## src/rtl/imm_seq_pkg.sv

```systemverilog
// Shared types for the immediate-generation sequencer: extender class codes,
// LEGv8 opcode match patterns and the decode-result struct.
package imm_seq_pkg;

    typedef enum logic [2:0] {
        IMM_CLS_I   = 3'b000,
        IMM_CLS_D   = 3'b001,
        IMM_CLS_B   = 3'b010,
        IMM_CLS_CBZ = 3'b011,
        IMM_CLS_MOV = 3'b100
    } imm_cls_e;

    localparam int IMM_RD_W = 5;

    typedef struct packed {
        imm_cls_e              cls;
        logic                  keep;
        logic                  illegal;
        logic [IMM_RD_W-1:0]   rd;
    } imm_dec_t;

    // Patterns on instr[31:21]; a cleared mask bit is a don't-care.
    localparam logic [10:0] OPC_ADDI_VAL = 11'b10010001000;
    localparam logic [10:0] OPC_ADDI_MSK = 11'b11111101110;
    localparam logic [10:0] OPC_LDST_VAL = 11'b11111000000;
    localparam logic [10:0] OPC_LDST_MSK = 11'b11111111101;
    localparam logic [10:0] OPC_B_VAL    = 11'b00010100000;
    localparam logic [10:0] OPC_B_MSK    = 11'b11111100000;
    localparam logic [10:0] OPC_CBZ_VAL  = 11'b10110100000;
    localparam logic [10:0] OPC_CBZ_MSK  = 11'b11111110000;
    localparam logic [10:0] OPC_MOVZ_VAL = 11'b11010010100;
    localparam logic [10:0] OPC_MOVK_VAL = 11'b11110010100;
    localparam logic [10:0] OPC_MOV_MSK  = 11'b11111111100;

    function automatic logic opc_match(input logic [10:0] opc,
                                       input logic [10:0] val,
                                       input logic [10:0] msk);
        return (opc & msk) == val;
    endfunction

endpackage

```

## src/rtl/imm_opcode_decoder.sv

```systemverilog
// Combinational opcode classifier: maps instr[31:21] (plus Rd) onto the
// extender class, the MOVK keep flag and the illegal flag.
module imm_opcode_decoder
    import imm_seq_pkg::*;
(
    input  logic [10:0]         i_opcode,
    input  logic [IMM_RD_W-1:0] i_rd,
    output imm_dec_t            o_dec
);

    always_comb begin
        o_dec         = '0;
        o_dec.cls     = IMM_CLS_I;
        o_dec.rd      = i_rd;
        if (opc_match(i_opcode, OPC_ADDI_VAL, OPC_ADDI_MSK)) begin
            o_dec.cls = IMM_CLS_I;
        end else if (opc_match(i_opcode, OPC_LDST_VAL, OPC_LDST_MSK)) begin
            o_dec.cls = IMM_CLS_D;
        end else if (opc_match(i_opcode, OPC_B_VAL, OPC_B_MSK)) begin
            o_dec.cls = IMM_CLS_B;
        end else if (opc_match(i_opcode, OPC_CBZ_VAL, OPC_CBZ_MSK)) begin
            o_dec.cls = IMM_CLS_CBZ;
        end else if (opc_match(i_opcode, OPC_MOVZ_VAL, OPC_MOV_MSK)) begin
            o_dec.cls = IMM_CLS_MOV;
        end else if (opc_match(i_opcode, OPC_MOVK_VAL, OPC_MOV_MSK)) begin
            o_dec.cls  = IMM_CLS_MOV;
            o_dec.keep = 1'b1;
        end else begin
            o_dec.illegal = 1'b1;
        end
    end

endmodule

```

## src/rtl/imm_sign_extender.sv

```systemverilog
// LEGv8 immediate sign-extender: selects and extends the immediate field of
// Imm26 according to the 3-bit control code (MOV shifts by 16*hw).
module imm_sign_extender (
    input  logic [25:0] i_imm26,
    input  logic [2:0]  i_ctrl,
    output logic [63:0] o_bus_imm
);

    // NOTE: default assigned first so every path drives the output and no latch is inferred.
    always_comb begin
        o_bus_imm = '0;
        case (i_ctrl)
            3'b000:  o_bus_imm = {{52{i_imm26[21]}}, i_imm26[21:10]};
            3'b001:  o_bus_imm = {{55{i_imm26[20]}}, i_imm26[20:12]};
            3'b010:  o_bus_imm = {{38{i_imm26[25]}}, i_imm26[25:0]};
            3'b011:  o_bus_imm = {{45{i_imm26[23]}}, i_imm26[23:5]};
            3'b100:  o_bus_imm = {48'b0, i_imm26[20:5]} << {i_imm26[22:21], 4'b0000};
            default: o_bus_imm = '0;
        endcase
    end

endmodule

```

## src/rtl/imm_gen_sequencer.sv

```systemverilog
// Two-stage valid/ready sequencer around the LEGv8 sign-extender with a
// MOVZ/MOVK wide-constant accumulator. Optional counters under IMM_STATS_EN.
module imm_gen_sequencer
    import imm_seq_pkg::*;
#(
    parameter int ACC_TAG_W = 5,
    parameter int STAT_W    = 16
) (
    input  logic              CLK,
    input  logic              resetl,
    input  logic              in_valid,
    output logic              in_ready,
    input  logic [31:0]       in_instr,
    output logic              out_valid,
    input  logic              out_ready,
    output logic [63:0]       out_imm,
    output logic [2:0]        out_class,
    output logic              out_illegal,
    output logic [STAT_W-1:0] stat_ext_cnt,
    output logic [STAT_W-1:0] stat_ill_cnt
);

    logic                 r_run;
    logic                 r_s1_valid;
    logic [25:0]          r_s1_imm26;
    imm_dec_t             r_s1_dec;
    logic                 r_out_valid;
    logic [63:0]          r_out_imm;
    logic [2:0]           r_out_cls;
    logic                 r_out_ill;
    logic [63:0]          r_acc;
    logic [ACC_TAG_W-1:0] r_acc_tag;
    logic                 r_acc_live;

    imm_dec_t             w_dec;
    logic [63:0]          w_ext;
    logic [63:0]          w_result;
    logic [63:0]          w_keep_mask;
    logic [ACC_TAG_W-1:0] w_rd_tag;
    logic                 w_tag_hit;
    logic                 w_is_mov;
    logic                 w_s2_adv;
    logic                 w_s1_adv;
    logic                 w_accept;
    imm_cls_e             w_out_cls;

    imm_opcode_decoder u_dec (
        .i_opcode (in_instr[31:21]),
        .i_rd     (in_instr[4:0]),
        .o_dec    (w_dec)
    );

    imm_sign_extender u_ext (
        .i_imm26   (r_s1_imm26),
        .i_ctrl    (r_s1_dec.cls),
        .o_bus_imm (w_ext)
    );

    // in_ready depends combinationally on out_ready so a full pipe can accept
    // and deliver in the same cycle.
    assign w_s2_adv = out_ready || !r_out_valid;
    assign w_s1_adv = r_s1_valid && w_s2_adv;
    assign in_ready = r_run && (!r_s1_valid || w_s2_adv);
    assign w_accept = in_valid && in_ready;

    assign w_rd_tag    = ACC_TAG_W'(r_s1_dec.rd);
    assign w_tag_hit   = r_acc_live && (r_acc_tag == w_rd_tag);
    assign w_is_mov    = !r_s1_dec.illegal && (r_s1_dec.cls == IMM_CLS_MOV);
    assign w_keep_mask = ~(64'hFFFF << {r_s1_imm26[22:21], 4'b0000});
    assign w_out_cls   = r_s1_dec.illegal ? IMM_CLS_I : r_s1_dec.cls;

    always_comb begin
        w_result = w_ext;
        if (r_s1_dec.illegal) begin
            w_result = '0;
        end else if (w_is_mov && r_s1_dec.keep && w_tag_hit) begin
            w_result = (r_acc & w_keep_mask) | w_ext;
        end
    end

    // NOTE: sequential state uses non-blocking assignments only, so every
    // register samples pre-edge values regardless of block ordering.
    always_ff @(posedge CLK or negedge resetl) begin
        if (!resetl) begin
            r_run      <= 1'b0;
            r_s1_valid <= 1'b0;
            r_s1_imm26 <= '0;
            r_s1_dec   <= '0;
        end else begin
            r_run <= 1'b1;
            if (w_accept) begin
                r_s1_valid <= 1'b1;
                r_s1_imm26 <= in_instr[25:0];
                r_s1_dec   <= w_dec;
            end else if (w_s1_adv) begin
                r_s1_valid <= 1'b0;
            end
        end
    end

    always_ff @(posedge CLK or negedge resetl) begin
        if (!resetl) begin
            r_out_valid <= 1'b0;
            r_out_imm   <= '0;
            r_out_cls   <= '0;
            r_out_ill   <= 1'b0;
        end else if (w_s2_adv) begin
            r_out_valid <= r_s1_valid;
            if (r_s1_valid) begin
                r_out_imm <= w_result;
                r_out_cls <= w_out_cls;
                r_out_ill <= r_s1_dec.illegal;
            end
        end
    end

    // Updated on the S1->S2 edge so a following MOVK in S1 sees it next cycle.
    always_ff @(posedge CLK or negedge resetl) begin
        if (!resetl) begin
            r_acc      <= '0;
            r_acc_tag  <= '0;
            r_acc_live <= 1'b0;
        end else if (w_s1_adv && w_is_mov) begin
            r_acc      <= w_result;
            r_acc_tag  <= w_rd_tag;
            r_acc_live <= 1'b1;
        end
    end

    assign out_valid   = r_out_valid;
    assign out_imm     = r_out_imm;
    assign out_class   = r_out_cls;
    assign out_illegal = r_out_ill;

`ifdef IMM_STATS_EN
    logic [STAT_W-1:0] r_ext_cnt;
    logic [STAT_W-1:0] r_ill_cnt;

    always_ff @(posedge CLK or negedge resetl) begin
        if (!resetl) begin
            r_ext_cnt <= '0;
            r_ill_cnt <= '0;
        end else if (r_out_valid && out_ready) begin
            if (r_out_ill) begin
                if (r_ill_cnt != '1) r_ill_cnt <= r_ill_cnt + STAT_W'(1);
            end else begin
                if (r_ext_cnt != '1) r_ext_cnt <= r_ext_cnt + STAT_W'(1);
            end
        end
    end

    assign stat_ext_cnt = r_ext_cnt;
    assign stat_ill_cnt = r_ill_cnt;
`else
    assign stat_ext_cnt = '0;
    assign stat_ill_cnt = '0;
`endif

endmodule
```

## config.mk

```make
export PLATFORM = sky130hd
export DESIGN_NAME = imm_gen_sequencer
export DESIGN_NICKNAME = d
export VERILOG_FILES = /design/src/rtl/imm_seq_pkg.sv /design/src/rtl/imm_opcode_decoder.sv /design/src/rtl/imm_sign_extender.sv /design/src/rtl/imm_gen_sequencer.sv
export SDC_FILE = /design/constraint.sdc
export NUM_CORES = 1
export LEC_CHECK = 0
export ABC_CLOCK_PERIOD_IN_PS = 3060
export CORE_ASPECT_RATIO = 1.2
export CORE_MARGIN = 1
export CORE_UTILIZATION = 58
export DETAILED_ROUTE_END_ITERATION = 10
export GPL_TIMING_DRIVEN = 0
export PLACE_DENSITY = 0.91
export SLEW_MARGIN = 10
export SYNTH_ARGS = -nofsm -noshare
export SYNTH_HDL_FRONTEND = slang
export SYNTH_SLANG_ARGS = --single-unit
```

## constraint.sdc

```tcl
create_clock -name CLK -period 3.06 [get_ports CLK]
set_input_delay 0.306 -clock CLK [delete_from_list [all_inputs] [get_ports CLK]]
set_output_delay 0.306 -clock CLK [all_outputs]
set_load 0.01 [all_outputs]
```

* After elaboration in Yosys (flattened, before gate mapping) *
Cells that the tools add are included.

word-level totals
  flip-flop bits (word level) = 177
  output and inout bits = 102
  word-level logic and storage cells = 64

operators by class
  eq/ne operators = 11
  shift operators = 2
  muxes and demuxes = 18
  bitwise gates (word level) = 3
  reductions and logical operators = 16

operator list
  cell                     number
  $pmux W64 S5             1
  $mux W64                 2
  $and A64 B64 Y64         1
  $not A64 Y64             1
  $or A64 B64 Y64          1
  $shl A16 B6 Y64          1
  $shl A16 B6 Y64 const A  1
  $eq A9 B9 Y1 const B     3
  $mux W3                  6
  $eq A10 B10 Y1 const B   1
  $mux W2                  5
  $logic_and A1 B1 Y1      8
  $eq A7 B7 Y1 const B     1
  $eq A3 B2 Y1 const B     2
  $eq A6 B3 Y1 const B     1
  $eq A5 B5 Y1             1
  $mux W4                  1
  $eq A3 B1 Y1 const B     1
  $eq A3 B3 Y1 const B     1
  $logic_not A1 Y1         3
  $logic_not A3 Y1         1
  $mux W1                  3
  $logic_or A1 B1 Y1       2
  $reduce_and A2 Y1        1
  $reduce_bool A2 Y1       1

* Depth between registers and ports, before layout *
Gate-level depths: netlist of the first run.

  word-level depth = 7
  depth in mapped cells = 9
  depth with buffers taken out = 5

* Modules after synthesis *
From an unflattened synthesis of the first run, not the netlist that was laid out.

second synthesis, totals
  cells, all modules = 902
  area total of the unflattened synthesis = 9,815.7 um^2

by module, submodules not included
  module              times used  cells an instance  area an instance (um^2)  sequential area each (um^2)
  imm_gen_sequencer   1           732                8,469.4                  4,429.2
  imm_sign_extender   1           147                1,166.1                  0.0
  imm_opcode_decoder  1           23                 180.2                    0.0

* Least setup slack after synthesis of the first run *
Ideal clock, no wire load.

  path type = reg-to-reg
  start point = register r_s1_dec[7] (netlist bit)
  end point = register r_acc[52]
  data arrival time = 1.802 ns
  required time = 2.982 ns
  path slack = 1.179 ns
  cell stages (with the launch flop) = 9
  cell sequence = dfrtp_1 -> buf_4 -> nor3b_4 -> nand2_4 -> nor4b_4 -> nand2b_1 -> buf_2 -> buf_4 -> o2bb2ai_1

between the ends
  word-level cells in the longest chain between the ends = 6

RTL lines
  item                                                                  RTL line                  source
  from (decl)                                                           imm_gen_sequencer.sv:26   imm_dec_t r_s1_dec;
  from (signal assigned)                                                imm_gen_sequencer.sv:94   r_s1_dec <= w_dec;
  parallel branches: the longest is 6 deep, another holds $pmux W64 S5  -
  to (signal assigned)                                                  imm_gen_sequencer.sv:124  r_acc <= w_result;
  to (decl)                                                             imm_gen_sequencer.sv:31   logic [63:0] r_acc;

Parallel ways; which one is timed is not known.
A chain may end at the register's enable or synchronous reset.

* Worst setup path in the final report of the first run *
  start point = register r_out_valid, in the netlist out_valid
  end point = register r_acc[47]

between the ends
  word-level cells in the longest chain between the ends = 4

RTL lines
  item                    RTL line                  source
  from (decl)             imm_gen_sequencer.sv:27   logic r_out_valid;
  from (signal assigned)  imm_gen_sequencer.sv:108  r_out_valid <= r_s1_valid;
  $logic_not A1 Y1        imm_gen_sequencer.sv:61   assign w_s2_adv = out_ready || !r_out_valid;
  $logic_or A1 B1 Y1      imm_gen_sequencer.sv:61
  $logic_and A1 B1 Y1     imm_gen_sequencer.sv:62   assign w_s1_adv = r_s1_valid && w_s2_adv;
  $logic_and A1 B1 Y1     imm_gen_sequencer.sv:123  end else if (w_s1_adv && w_is_mov) begin

No other way between the ends.

==> results.yml, run 1 <==
die:
  die_area_sq_um: 14600
  core_sq_um: 13800
  die_w_um: 110
  die_h_um: 132
  pin_count: 138
  start_util_pct: 59.5
  rows: 47
worst_setup_path:
  worst-setup-path-type: "flop to flop"
  slowest_delay_ns: 0.62
  cp-start-kind: "flop"
  crit_fanout: 10
  cp-end-kind: "flop"
  cp_data_required_time_ns: 3.41
  crit_top_cell: "nand2_1"
  crit_slowest_cell: "nor2_1"
  cp.arrival_ns: 3.02
  path_cells: "nand2b_1, nand2_1, nor2_1, nand2_1, clkbuf_1, o2bb2ai_1"
synth:
  yosysMostFrequentCell: "dfrtp_1"
  synth-main-ff-cell: "dfrtp_1"
  synth_top_area_share_pct: 52.6
  synth-seq-area-share_pct: 52.6
  syn_inst: 769
  synth_cell_type_count: 50
  yosysWarnings: 0
  syn-cell-area_sq_um: 8190
  synth_edf_count: 0
  synth_top_area_cell: "dfrtp_1"
  ys_seq_elements: 172
  synth-async-reset-ratio_pct: 100
  synth_commonest_cells: "dfrtp_1, a21oi_1, nand2_1"
  synth_area_leaders: "dfrtp_1, a21oi_1, o2bb2ai_1"
  avgSynthCellArea_sq_um: 10.6
global_routing:
  grt_overflow: 0
  grt_max_degree: 116
  grt_pass1_vias: 6811
  grt_pass1_wl_mm: 35.3
  antenna_found_initial: 0
  grt_use_total_pct: 31.0
pwr:
  power_switching_w: 0.00196
  p_clk_share_pct: 33.7
  netSwitchingFraction_pct: 30.1
  powerDensity_nw_per_um2: 636
  p_seq_share_pct: 43.1
  comb_power_share_pct: 23.2
  p_leak_nw: 4.48
  internal-power_w: 0.00454
  peakVddDrop_mv: 0.334
routing:
  antenna_left: 0
  drt_wl_total_mm: 22.0
  post_drt_via_cell_ratio: 6.15
  wire_per_inst_um: 19.8
  vias: 6830
  post-route-drc-count: 0
  first_iter_violations: 561
  first_pass_iters: 5
clocking:
  numCtsBuffers: 17
  path_clk_slew_ns: 0.07
  cts_buffer_depth: 2
  cts.sinks: 172
  htree_levels: 4
  clk_latency_ns: 0.43
  clock-root-buffer: "clkbuf_16"
  cts_tree: "done"
timing:
  clock.fmax_ghz: 0.375
  max_slew.worst_pin.slew_ns: 0.728
  min_period_over_period_pct: 87.1
  fin_crit_ns: 2.67
  rsz0062_at_grt: "no"
  drv_slew: 0
  setup_violations: 0
  final-hold-violation-count: 0
  fin_skew_ns: 0.00842
  tns_ns: 0
  slew_headroom_pct: 51.5
place:
  numPortBuffers: 105
  place_area_sq_um: 9600
  post-place-cells: 1077
  place.gp.congestion: 0.927
  dp_hpwl_mm: 14.5
layout:
  area_growth_pct: 24.7
  stdcell_area_sq_um: 10200
  layout.nets: 962
  finalNonFillerCells: 1110
  insertedDiodeCount: 0
  drive_gt1_share_pct: 14.9
status:
  outcome: "complete, no violations"
job:
  maxCapViolCount: 0
worst_hold_path:
  hold_path.class: "input port to async pin"
==> registers in the layout (all words and copies together), names as in the netlist, 3 cells and up <==
signal / count
out_class: 3
r_acc_tag: 5
r_acc: 64
out_imm: 64
r_s1_dec: 5
r_s1_imm26: 26
==> power groups by stage <==
stage               clock network [W]  logic, W  registers (W)
floorplan                           0  0.000665        0.00285
global placement                    0   0.00143        0.00282
detailed placement                  0   0.00148        0.00282
CTS                           0.00219   0.00150        0.00279
global route                  0.00229   0.00162        0.00282
finish                        0.00219   0.00151        0.00280
==> area by class of cell <==
class / instances / area (sq um)
clock inverters: 14 / 158
flip-flops and latches: 172 / 4300
inverters: 5 / 18.8
well taps: 171 / 214
plain buffers: 96 / 548
multi-input cells: 527 / 3430
repair buffers: 107 / 1090
fillers: 946 / 3550
clock buffers: 18 / 439
==> critical path: cells and delay by family, from the launching register on <==
kind	cells	cell delay, ns
AO/OA/AOI/OAI	1	0.23
AND/OR/NAND/NOR	4	1.58
flip-flops	1	0.43
buffers and inverters	1	0.35
==> through the flow <==
| stage | hold WS (ns) | utilization, % | total power, W | worst slack (ns) |
|---|---|---|---|---|
| after floorplan | 0.0104 | - | 0.00352 | 1.18 |
| after global placement | 0.446 | 69.5 | 0.00425 | -4.99 |
| after detailed placement | 0.259 | 69.8 | 0.00430 | 0.0840 |
| after CTS | 0.414 | 74.2 | 0.00648 | 0.470 |
| after global routing | 0.433 | 74.2 | 0.00673 | 0.297 |
| final | 0.386 | 74.2 | 0.00649 | 0.395 |
==> path summary, 6_finish.rpt <==
path                                    startpoint                       to  slack, ns  cells after the start
hold reg to reg            out_imm[16]$_DFFE_PN0P_  out_imm[16]$_DFFE_PN0P_       0.48                      2
hold / removal                              resetl  out_imm[26]$_DFFE_PN0P_       0.39                      2
setup / recovery             out_valid$_DFFE_PN0N_    r_acc[47]$_DFFE_PN0P_       0.39                      6
setup reg to reg             out_valid$_DFFE_PN0N_    r_acc[47]$_DFFE_PN0P_       0.39                      6
min in group CLK           out_imm[16]$_DFFE_PN0P_  out_imm[16]$_DFFE_PN0P_       0.48                      2
max in group asynchronous                   resetl   out_imm[5]$_DFFE_PN0P_       1.76                      3
==> kinds of logic (layout without fill, tap and decap cells) <==
group / count (synthesis) / in the layout / share of synthesized area [%]
other: 2 / 33 / 0.0917
XOR/XNOR: 4 / 4 / 0.428
AO/OA/AOI/OAI: 294 / 294 / 23.9
buffers and inverters: 101 / 240 / 6.92
flip-flops: 172 / 172 / 52.6
AND/OR/NAND/NOR: 150 / 150 / 9.92
multiplexers: 46 / 46 / 6.11
==> what timing repair did <==
action,4_1_cts,5_1_grt
hold buffers,1,0
buffers inserted,0,0
resized for setup,0,0
endpoints found under the hold margin,57,0
setup endpoints to repair,0,0
==> cells in the final DEF, fill, tap and decap left out, types with 3 or more instances in the layout <==
master           instances
nor3_1                   3
clkbuf_16               17
o21ai_0                 62
o2bb2ai_1               48
a21boi_0                29
nand2b_1                16
a21oi_1                 86
or2_2                    4
a22o_1                  29
inv_1                    5
conb_1                  33
nor2_1                  10
nor2_2                   4
o31ai_1                  3
clkdlybuf4s50_1        104
buf_2                   13
dfrtp_1                172
o21a_1                   9
nand3b_1                12
inv_6                    4
clkbuf_1                37
clkinv_4                 3
buf_4                   41
mux2_2                  32
mux2i_1                 14
xnor2_1                  4
o21ai_1                  4
nand2_1                 84
a221o_1                 11
==> layer usage <==
| layer | track usage, % | vias to the layer above | share of wire, % |
|---|---|---|---|
| met1 | 37.8 | 3315 | 39 |
| met5 | 0 | - | 0 |
| li1 | - | 3027 | - |
| met3 | 6.07 | 99 | 7.4 |
| met2 | 50.7 | 389 | 49 |
| met4 | 19.6 | 0 | 5.5 |
(Power assumes the default switching activity.)
==> run 2, diff against run 1 <==
- ABC_CLOCK_PERIOD_IN_PS: 3060 -> 3500
- CORE_UTILIZATION: 58 -> 40
- CTS_CLUSTER_DIAMETER: unset -> 40
- PLACE_DENSITY: 0.91 -> 0.68
- clock period: 3.06 -> 3.5 ns (I/O delays scaled with it)
==> run 2 against run 1 <==
Final cell count is 8.1% higher. Clock skew increased by 0.0054 ns. Worst hold slack better by 0.036 ns. Sequential power shrank 13%. Clock-buffer cell count is 2 higher. Power is 12% lower. Global-route usage fell by 9.7 points. Wire length shrank 0.83%. Critical path depth up 1. Die area up 44%. Sequential share of layout area decreased by 0.53 points.
==> results.yml, run 2 (synthesis results as in run 1) <==
pwr:
  comb_power_share_pct: 22.8
  power_switching_w: 0.00169
  p_clk_share_pct: 34.4
  p_leak_nw: 4.49
  internal-power_w: 0.00401
  peakVddDrop_mv: 0.376
  p_seq_share_pct: 42.8
  netSwitchingFraction_pct: 29.7
  powerDensity_nw_per_um2: 551
worst_setup_path:
  crit_family: "simple AND/OR/NAND/NOR gates"
  cp-end-kind: "flop"
  path_cells: "clkdlybuf4s50_1, nand2b_1, nand2_1, nor2_1, nand2_1, clkbuf_1, o2bb2ai_1"
  worst-setup-path-type: "input port to flop"
  crit_fanout: 10
  slowest_delay_ns: 0.60
  crit_slowest_cell: "nor2_1"
  worst-path-buf-inv: 2
  cp.arrival_ns: 2.95
  cp_data_required_time_ns: 3.86
  crit_top_cell: "nand2_1"
  cp-start-kind: "input port"
layout:
  insertedDiodeCount: 0
  finalNonFillerCells: 1200
  area_growth_pct: 26.3
  stdcell_area_sq_um: 10300
  layout.nets: 962
  drive_gt1_share_pct: 14.9
  final_cell_mix: "dfrtp_1, clkdlybuf4s50_1, a21oi_1, nand2_1, o21ai_0"
  num-fill-cells: 1835
  layout_commonest_cell: "dfrtp_1"
clocking:
  cts.sinks: 172
  htree_levels: 4
  cts_setup_buffers: 0
  clock-root-buffer: "clkbuf_16"
  path_clk_slew_ns: 0.07
  clk_latency_ns: 0.45
  numCtsBuffers: 17
  cts_buffer_depth: 2
  cts_tree: "done"
place:
  place.gp.congestion: 0.878
  pre_cts_ws_ns: 0.497
  place_area_sq_um: 9710
  dp_hpwl_mm: 15.3
  numPortBuffers: 105
  post-place-cells: 1167
global_routing:
  antenna_found_initial: 0
  grt_pass1_vias: 6067
  grt_overflow: 0
  grt_max_degree: 110
  grt_pass1_wl_mm: 34.2
  grt_use_total_pct: 21.3
timing:
  clock.fmax_ghz: 0.386
  fin_crit_ns: 2.59
  worst_slack_ns: 0.910
  final-hold-violation-count: 0
  rsz0062_at_grt: "no"
  slew_headroom_pct: 47.3
  min_period_over_period_pct: 74.0
  fin_skew_ns: 0.0138
  max_slew.worst_pin.slew_ns: 0.790
  drv_slew: 0
  setup_violations: 0
routing:
  wire_per_inst_um: 18.2
  first_pass_iters: 5
  post-route-drc-count: 0
  post_drt_via_cell_ratio: 5.36
  vias: 6434
  antenna_left: 0
  first_iter_violations: 422
  drt_wl_total_mm: 21.8
worst_hold_path:
  hold_path.class: "input port to async pin"
status:
  outcome: "complete, no violations"
die:
  die_w_um: 133
  core_sq_um: 19800
  pin_count: 138
  start_util_pct: 41.3
  die_h_um: 159
  rows: 56
  die_area_sq_um: 21000
job:
  maxCapViolCount: 0
run 2: power by group through the flow:
| stage | combinational [W] | sequential (W) | clock [W] |
|---|---|---|---|
| finish | 0.00130 | 0.00244 | 0.00196 |
| global route | 0.00141 | 0.00246 | 0.00208 |
| CTS | 0.00131 | 0.00244 | 0.00198 |
| detailed placement | 0.00131 | 0.00247 | 0 |
| global placement | 0.00129 | 0.00247 | 0 |
| floorplan | 0.000581 | 0.00249 | 0 |
run 2: layout make-up:
class | instances | area, sq um | share of cell area, %
buffer | 96 | 548 | 5.30
clock buffer | 20 | 467 | 4.52
clock inverter | 12 | 148 | 1.43
inverter | 5 | 18.8 | 0.182
multi-input combinational | 527 | 3430 | 33.2
sequential | 172 | 4300 | 41.6
tap | 261 | 327 | 3.16
timing repair buffer | 107 | 1090 | 10.6
run 2: what timing repair did:
action | in CTS | in global routing
endpoints found under the hold margin | 63 | 0
endpoints found under the setup margin | 0 | 0
hold buffers | 1 | 0
gates resized for setup | 0 | 0
run 2: worst register-to-register path, cell delays in order, from the launching register on:
cell	delay, ns
dfrtp_1	0.39
nand2b_1	0.13
nand2_1	0.35
nor2_1	0.60
nand2_1	0.47
clkbuf_1	0.35
o2bb2ai_1	0.22
run 2: worst paths after layout:
path                                        start                       to  slack [ns]  cells after the start
max in group asynchronous                  resetl    r_acc[25]$_DFFE_PN0P_        2.18                      3
min in group CLK           out_imm[8]$_DFFE_PN0P_   out_imm[8]$_DFFE_PN0P_        0.48                      2
min                                        resetl  out_imm[41]$_DFFE_PN0P_        0.42                      2
max                                     out_ready    r_acc[47]$_DFFE_PN0P_        0.91                      7
min reg2reg                out_imm[8]$_DFFE_PN0P_   out_imm[8]$_DFFE_PN0P_        0.48                      2
max reg2reg                 out_valid$_DFFE_PN0N_    r_acc[47]$_DFFE_PN0P_        0.92                      6
run 2: per-stage QoR:
stage          utilization [%]  hold slack [ns]  power [W]  setup TNS [ns]
2_1_floorplan                -           0.0544    0.00308               0
3_3_place_gp              48.8            0.449    0.00376         -842.17
3_5_place_dp              49.0            0.320    0.00378               0
4_1_cts                   52.1            0.443    0.00573               0
5_1_grt                   52.1            0.479    0.00595               0
6_report                  52.1            0.421    0.00570               0
run 2: routing by layer:
metal	share of wire [%]	wire length [um]	vias to the layer above	global-route usage (%)
met3	5.0	1090	47	4.05
li1	-	-	3019	-
met4	3.3	725	0	10.1
met2	49	10700	207	35.0
met5	0	0	-	0
met1	43	9360	3161	27.0
==> run 3, diff against run 2 <==
- ABC_CLOCK_PERIOD_IN_PS: 3500 -> 2700
- clock period: 3.5 -> 2.7 ns (I/O delays scaled with it)
==> run 3 against run 2 <==
Critical endpoint is now out_imm[40]$_DFFE_PN0P_. Register-to-register slack worse by 0.68 ns. Sequential cell count stayed put. Critical path depth is 1 higher. Wire length is 0.20% lower. Highest routed layer unchanged. Final area hardly changed.
==> results.yml, run 3 (synthesis results as in run 1) <==
layout:
  drive_gt1_share_pct: 15.0
  register_area_sq_um: 4300
  insertedDiodeCount: 0
  layout.nets: 962
  area_growth_pct: 26.3
  multi_input_area_sq_um: 3430
  finalNonFillerCells: 1200
  num-fill-cells: 1835
  final_cell_mix: "dfrtp_1, clkdlybuf4s50_1, a21oi_1, nand2_1, o21ai_0"
  layout_commonest_cell: "dfrtp_1"
clocking:
  path_clk_slew_ns: 0.07
  cts_setup_buffers: 0
  clock-root-buffer: "clkbuf_16"
  numCtsBuffers: 17
  clk_latency_ns: 0.45
  cts_tree: "done"
  htree_levels: 4
  cts_buffer_depth: 2
  cts.sinks: 172
worst_setup_path:
  path_cells: "clkbuf_1, mux2i_1, o22ai_1, buf_2, buf_2, o21bai_1, a21oi_1, o21ai_1"
  worst-r2r-cell-count: 8
  slowest_delay_ns: 0.48
  cp-end-kind: "flop"
  r2r_end: "out_imm[40]$_DFFE_PN0P_"
  crit_fanout: 10
  crit_top_cell: "buf_2"
  crit_slowest_cell: "o22ai_1"
  crit_family: "buffers and inverters"
  r2r_slack_ns: 0.24
  worst-path-buf-inv: 3
  cp.arrival_ns: 2.83
  worst-setup-path-type: "flop to flop"
  timing.rr.start: "r_s1_imm26[21]$_DFFE_PN0P_"
  cp-start-kind: "flop"
  cp_data_required_time_ns: 3.07
die:
  start_util_pct: 41.3
  die_h_um: 159
  pin_count: 138
  die_w_um: 133
  die_area_sq_um: 21000
  core_sq_um: 19800
  rows: 56
worst_hold_path:
  hold_path.class: "input port to async pin"
timing:
  drv_slew: 0
  setup_violations: 0
  min_period_over_period_pct: 91.3
  fin_crit_ns: 2.46
  clock.fmax_ghz: 0.406
  max_slew.worst_pin.slew_ns: 0.792
  fin_hold_ws_ns: 0.345
  slew_headroom_pct: 47.2
  final-hold-violation-count: 0
  rsz0062_at_grt: "no"
  fin_skew_ns: 0.0106
routing:
  first_iter_violations: 445
  drt_wl_total_mm: 21.8
  antenna_left: 0
  post-route-drc-count: 0
  first_pass_iters: 8
  vias: 6428
  post_drt_via_cell_ratio: 5.36
  wire_per_inst_um: 18.2
global_routing:
  grt_pass1_vias: 6067
  grt_pass1_wl_mm: 34.2
  grt_max_degree: 110
  antenna_found_initial: 0
  grt_use_total_pct: 21.3
  grt_overflow: 0
pwr:
  power_w: 0.00739
  p_leak_nw: 4.49
  powerDensity_nw_per_um2: 714
  peakVddDrop_mv: 0.481
status:
  outcome: "complete, no violations"
place:
  place.gp.congestion: 0.878
  dp_hpwl_mm: 15.3
  numPortBuffers: 105
  post-place-cells: 1167
job:
  maxCapViolCount: 0
run 3: per-stage QoR:
step | setup TNS (ns) | area [sq um] | utilization [%] | worst slack, ns
finish | 0 | 10300 | 52.1 | 0.235
global route | 0 | 10300 | 52.1 | 0.118
CTS | 0 | 10300 | 52.1 | 0.140
detailed placement | -5.67 | 9710 | 49.0 | -0.223
global placement | -972.54 | 9680 | 48.8 | -5.63
floorplan | 0 | 8300 | - | 0.819
run 3: timing repair:
action,4_1_cts,5_1_grt
resized for setup,0,1
setup endpoints to repair,0,30
endpoints found under the hold margin,63,0
hold buffers,1,0
run 3: worst max path at each step:
stage | startpoint | to | slack (ns) | depth (start not counted)
6_report | r_s1_imm26[21]$_DFFE_PN0P_ | out_imm[40]$_DFFE_PN0P_ | 0.24 | 8
5_1_grt | r_s1_imm26[21]$_DFFE_PN0P_ | out_imm[40]$_DFFE_PN0P_ | 0.12 | 8
4_1_cts | out_valid$_DFFE_PN0N_ | r_acc[50]$_DFFE_PN0P_ | 0.14 | 6
3_5_place_dp | out_ready | r_acc[52]$_DFFE_PN0P_ | -0.22 | 7
3_3_place_gp | resetl | out_imm[25]$_DFFE_PN0P_ | -5.63 | 1
2_1_floorplan | r_s1_dec[7]$_DFFE_PN0P_ | r_acc[52]$_DFFE_PN0P_ | 0.82 | 8
run 3: area by class of cell:
class	count	share of cell area, %
Multi-Input combinational cell	527	33.2
Inverter	5	0.182
Timing Repair Buffer	107	10.6
Tap cell	261	3.16
Buffer	96	5.30
Sequential cell	172	41.6
Clock inverter	12	1.43
Clock buffer	20	4.51
run 3: metal layers:
layer	vias up	GRT usage, %	share of wire, %
met3	43	4.05	4.4
li1	3023	-	-
met2	208	35.0	49
met5	-	0	0
met1	3154	27.0	43
met4	0	10.1	3.1
run 3: where the power goes:
group / switching, W / internal (W) / leakage (nW)
Clock: 0.00108 / 0.00146 / 0.297
Combinational: 0.000849 / 0.000839 / 1.92
Sequential: 0.000261 / 0.00290 / 2.27
Total: 0.00219 / 0.00519 / 4.49
==> RTL edit 1, RTL diff (config.mk and constraints of run 1) <==
Add a define of `IMM_STATS_EN`.
--- a/src/rtl/imm_gen_sequencer.sv
+++ b/src/rtl/imm_gen_sequencer.sv
@@ -2,2 +2,4 @@
 // MOVZ/MOVK wide-constant accumulator. Optional counters under IMM_STATS_EN.
+`define IMM_STATS_EN
+
 module imm_gen_sequencer
Check against the original RTL: not equivalent (a bounded check fails within 10 cycles, from zero or initial values and one cycle with resetl low).
==> RTL edit 1 against run 1 <==
Critical endpoint is now in_ready; routed wire length rose by 15%; global-route usage barely moved; combinational power up 19%; highest routed layer unchanged; core utilization grew 0.88 points; area after synthesis is 15% higher; total power up 17%; first-iteration DRC count increased by 42%; sequential cell count up 32; critical path depth is 2 lower; register-to-register slack better by 0.13 ns; worst setup slack got worse by 0.11 ns; cell area is 15% higher; sequential share of layout area grew 1.1 points; via count grew 19%.
==> RTL edit 1: results (changes against run 1) <==
----------------------------------------------------
[Run status]
  Run status ... finished, final reports clean (unchanged)

[Global routing]
  Wire length of the first global-routing pass ... 41100 um (was 35300 um)
  Number of global-route vias before repair ... 8047 (was 6811)
  Combined global-route utilization of all metal layers ... 31.0% (about the same)

[Route]
  Post-DR vias/cell ... 6.31 (was 6.15)
  Number of detailed-routing iterations run before antenna repair ... 6 (was 5)
  Routed length per placed instance ... 19.7 um (was 19.8 um)
  Violation count after the first detailed-route iteration ... 794 (was 561)

[Critical path]
  Crit path DAT ... 2.47 ns (was 3.02 ns)
  Max FO, Critical Path ... 6 (was 10)
  Startpoint of the lowest-slack register-to-register path ... r_s1_imm26[21] (was out_valid)
  Reg-to-reg setup timing slack ... 0.52 ns (was 0.39 ns)
  Critical path's slowest cell ... sky130_fd_sc_hd__nor2b_1 (was sky130_fd_sc_hd__nor2_1)
  Maximum cell stage delay along the critical path ... 0.50 ns (was 0.62 ns)

[Placed design]
  Port Buffers ... 137 (was 105)
  Worst-case setup slack after placement ... 0.322 ns (was 0.0840 ns)
  Placed cell count ... 1249 (was 1077)
  HPWL after DPL ... 17100 um (was 14500 um)

[Clock network]
  Worst skew pair latency ... 0.51 ns (was 0.43 ns)
  Number of levels in the clock H-tree ... 1 (was 4)
  TritonCTS buffer count ... 21 (was 17)
  Buffers from clock root to sink, at most ... 3 (was 2)

[Timing]
  Worst-Margin Slew ... 0.797 ns (was 0.728 ns)
  Clock Skew ... 0.0104 ns (was 0.00842 ns)
  Hold slack ... 0.324 ns (was 0.386 ns)
  Ratio of final minimum period to clock period ... 90.7% (was 87.1%)

[Finish]
  Layout cell share with drive strength beyond 1 ... 8.36% (was 14.9%)
  Final Net Count ... 1103 (was 962)
  Filler instances ... 1011 (was 946)
  Final Non-Filler Cells ... 1284 (was 1110)
  Total inserted antenna cells ... 0 (unchanged)

[Logic synthesis]
  Synth Area in Compound Gates ... 19.5% (was 23.9%)
  Sequential cell area fraction in the yosys report ... 54.2% (was 52.6%)
  Count of cell types in the netlist ... 65 (was 50)
  Post-Synth Adder-Cell Area ... 0.266% (was 0%)
  Multiplexer fraction of the synthesized cell area ... 2.70% (was 6.11%)
  Share of the synthesized netlist area taken by xor and xnor gates ... 2.70% (was 0.428%)
  Average cell area after synthesis ... 10.4 um2 (was 10.6 um2)
  Synth cell count leaders ... 204 x sky130_fd_sc_hd__dfrtp_1, 159 x sky130_fd_sc_hd__nand2_1, 62 x sky130_fd_sc_hd__a21oi_1 (was 172 x sky130_fd_sc_hd__dfrtp_1, 86 x sky130_fd_sc_hd__a21oi_1, 84 x sky130_fd_sc_hd__nand2_1)

[Power]
  Highest ir drop seen on vdd ... 0.386 mV (was 0.334 mV)
  Part of the total power dissipated in combinational logic ... 23.6% (was 23.2%)

[Hold path]
  Hold Crit Class ... input pin to flip-flop (was input pin to async pin)

----------------------------------------------------
==> RTL edit 1: cell types whose count changed in the layout (fill, tap and decap cells not counted), sizes merged, moves of 25 or more <==
| cell | change |
|---|---|
| a22o | +32 |
| dfrtp | +32 |
| a221oi | +41 |
| nor2 | +30 |
| buf | -25 |
| nand2 | +74 |
| o2bb2ai | -40 |
| clkdlybuf4s50 | +32 |
| o21ai | -42 |
| conb | -32 |
==> RTL edit 1: repair_timing <==
item	in CTS	in global routing
gates resized for setup	0	0
hold buffers	1	0
endpoints found under the hold margin	114	0
==> RTL edit 1: area by class of cell <==
type	instances	share of cell area, %
plain buffers	75	3.12
multi-input cells	618	33.3
flip-flops and latches	204	43.3
inverters	5	0.159
well taps	208	2.21
clock buffers	30	5.26
repair buffers	140	12.2
clock inverters	4	0.446
==> RTL edit 1: stage by stage <==
step           area (um2)  power [W]
4_1_cts             11800    0.00761
3_3_place_gp        11000    0.00502
2_1_floorplan        9410    0.00412
5_1_grt             11800    0.00790
6_report            11800    0.00761
3_5_place_dp        11100    0.00510
==> RTL edit 1: final timing paths <==
path                                   end  depth (start not counted)
hold / removal               r_s1_imm26[3]                          3
min in group asynchronous  stat_ill_cnt[6]                          3
setup reg to reg               out_imm[49]                          7
max in group asynchronous        r_acc[50]                          4
hold reg to reg                 r_acc_live                          1
setup / recovery                  in_ready                          4
==> RTL edit 1: worst max-delay path, delay by kind of cell, from the launching register on <==
family | cells | cell delay [ns]
flip-flops | 1 | 0.49
buffers and inverters | 1 | 0.47
AND/OR/NAND/NOR | 3 | 1.00
==> RTL edit 1: layer usage <==
metal | track usage, % | part of all wire (%) | routed length [um]
met5 | 0 | 0 | 0
met4 | 11.4 | 3.0 | 756
met3 | 5.06 | 8.7 | 2210
met2 | 53.3 | 50 | 12700
met1 | 39.5 | 38 | 9670
==> RTL edit 2, RTL diff (config.mk and constraints of run 1) <==
Without the edit above. Remove the case item `3'b100` of the case on `i_ctrl`.
--- a/src/rtl/imm_sign_extender.sv
+++ b/src/rtl/imm_sign_extender.sv
@@ -16,3 +16,2 @@
             3'b011:  o_bus_imm = {{45{i_imm26[23]}}, i_imm26[23:5]};
-            3'b100:  o_bus_imm = {48'b0, i_imm26[20:5]} << {i_imm26[22:21], 4'b0000};
             default: o_bus_imm = '0;
Behaviour: not the same (Yosys sat finds a counterexample within 4 cycles, from zero or initial values and one cycle with resetl low).
==> RTL edit 2 against run 1 <==
Routed wire length fell by 20%; worst setup slack improved by 0.25 ns; worst hold slack got worse by 0.010 ns; cell area fell by 8.5%; global-route usage fell by 2.8 points; sequential cell count did not move; area after synthesis fell by 10%; critical path type unchanged; critical endpoint is now out_imm[61].
Power is not compared: it rests on default switching activity, and its combinational part moved more than twofold at a synthesized area within 25%.
==> RTL edit 2: results (changes against run 1) <==
----------------------------------------------------
[Placed design]
  Placed cell count ... 999 (was 1077)
  HPWL after DPL ... 11400 um (was 14500 um)
  RePlAce Congestion ... 0.882 (was 0.927)

[Route]
  Routed length per placed instance ... 17.0 um (was 19.8 um)
  Final WL ... 17500 um (was 22000 um)

[Critical path]
  Maximum cell stage delay along the critical path ... 0.69 ns (was 0.62 ns)
  Cell count of the worst reg-to-reg path ... 5 (was 6)
  End point of the critical path ... out_imm[61] (was r_acc[47])
  Critical path's slowest cell ... sky130_fd_sc_hd__nor3_1 (was sky130_fd_sc_hd__nor2_1)
  Crit path DAT ... 2.75 ns (was 3.02 ns)
  Reg-to-reg setup timing slack ... 0.64 ns (was 0.39 ns)

[Global routing]
  GR Layer Usage met3 ... 6.10% (was 6.07%)
  Combined global-route utilization of all metal layers ... 28.2% (was 31.0%)
  Pin count of the biggest net entering global routing ... 120 (was 116)
  Met1 Use GR ... 33.7% (was 37.8%)
  Wire length of the first global-routing pass ... 28800 um (was 35300 um)
  Number of global-route vias before repair ... 5745 (was 6811)
  Global routing met2 resource utilization ... 48.7% (was 50.7%)

[Finish]
  Final Net Count ... 894 (was 962)
  Layout cell share with drive strength beyond 1 ... 10.7% (was 14.9%)
  Filler instances ... 805 (was 946)

[Logic synthesis]
  Count of cell types in the netlist ... 37 (was 50)
  Post-Synthesis Cells ... 701 (was 769)
  Area contributors post-synth ... sky130_fd_sc_hd__dfrtp_1 59%, sky130_fd_sc_hd__a22oi_1 6.6%, sky130_fd_sc_hd__nand2_1 4.5%, sky130_fd_sc_hd__o21ai_0 3.6%, sky130_fd_sc_hd__inv_1 3.4% (was sky130_fd_sc_hd__dfrtp_1 53%, sky130_fd_sc_hd__a21oi_1 5.3%, sky130_fd_sc_hd__o2bb2ai_1 5.1%, sky130_fd_sc_hd__mux2_2 4.4%, sky130_fd_sc_hd__nand2_1 3.9%)

[Timing]
  Max-Slew Margin vs Limit ... 44.8% (was 51.5%)

[Run status]
  Run status ... finished, final reports clean (unchanged)

----------------------------------------------------
[RTL edit 2: cell count changes in the layout (fill, tap and decap cells not counted), moves of 25 or more]
cell and delta:
sky130_fd_sc_hd__a22oi_1 +65, sky130_fd_sc_hd__o2bb2ai_1 -48, sky130_fd_sc_hd__a21oi_1 -68, sky130_fd_sc_hd__a22o_1 -25, sky130_fd_sc_hd__inv_1 +61, sky130_fd_sc_hd__nor2_1 +42
sky130_fd_sc_hd__mux2_2 -27, sky130_fd_sc_hd__a21boi_0 -29
[RTL edit 2: power groups by stage]
stage	Clock, W	Combinational [W]	Sequential, W
2_1_floorplan	0	0.000290	0.00246
3_3_place_gp	0	0.000509	0.00248
3_5_place_dp	0	0.000531	0.00248
4_1_cts	0.00212	0.000546	0.00244
5_1_grt	0.00223	0.000598	0.00245
6_report	0.00212	0.000547	0.00245
[RTL edit 2: how the worst min path moves through the flow]
stage / startpoint / endpoint / depth (start not counted) / slack [ns]
floorplan: resetl / out_class[0] / 0 / 0.01
global placement: r_acc_live / r_acc_live / 1 / 0.45
detailed placement: resetl / r_acc[10] / 1 / 0.24
CTS: resetl / r_acc[10] / 2 / 0.39
global route: resetl / r_s1_imm26[12] / 2 / 0.42
finish: resetl / r_acc[10] / 2 / 0.38
[RTL edit 2: metrics by stage]
| step | worst slack [ns] | TNS [ns] |
|---|---|---|
| finish | 0.643 | 0 |
| detailed placement | 0.437 | 0 |
| CTS | 0.663 | 0 |
| floorplan | 1.22 | 0 |
| global placement | -4.87 | -835.29 |
| global route | 0.412 | 0 |
[RTL edit 2: critical path, delay by kind of cell, from the launching register on]
kind / cells / cell delay [ns]
and+or+nand+nor: 2 / 1.16
xor gates and xnor gates: 1 / 0.17
DFF: 1 / 0.43
AOI/OAI and AO/OA: 1 / 0.24
buffers and inverters: 1 / 0.32
[RTL edit 2: cells by family after synthesis]
kind of cell	count (synthesis)	share of synthesized area (%)
DFF	172	58.6
xor gates and xnor gates	5	0.596
buffers and inverters	141	8.96
muxes	31	6.01
AOI/OAI and AO/OA	165	14.2
and+or+nand+nor	185	11.6
other	2	0.102
[RTL edit 2: layer usage]
metal,share of wire [%],vias to the layer above,wire length [um]
li1,-,2633,-
met1,39,2788,6770
met2,53,257,9280
met3,5.2,54,917
met4,3.3,0,584
met5,0,-,0
[RTL edit 2: cell type report]
class / count / area share [%]
clock inverters: 15 / 1.66
multi-input cells: 419 / 26.8
well taps: 161 / 2.16
flip-flops and latches: 172 / 46.1
repair buffers: 107 / 11.7
plain buffers: 75 / 4.39
clock buffers: 17 / 4.55
inverters: 66 / 2.65
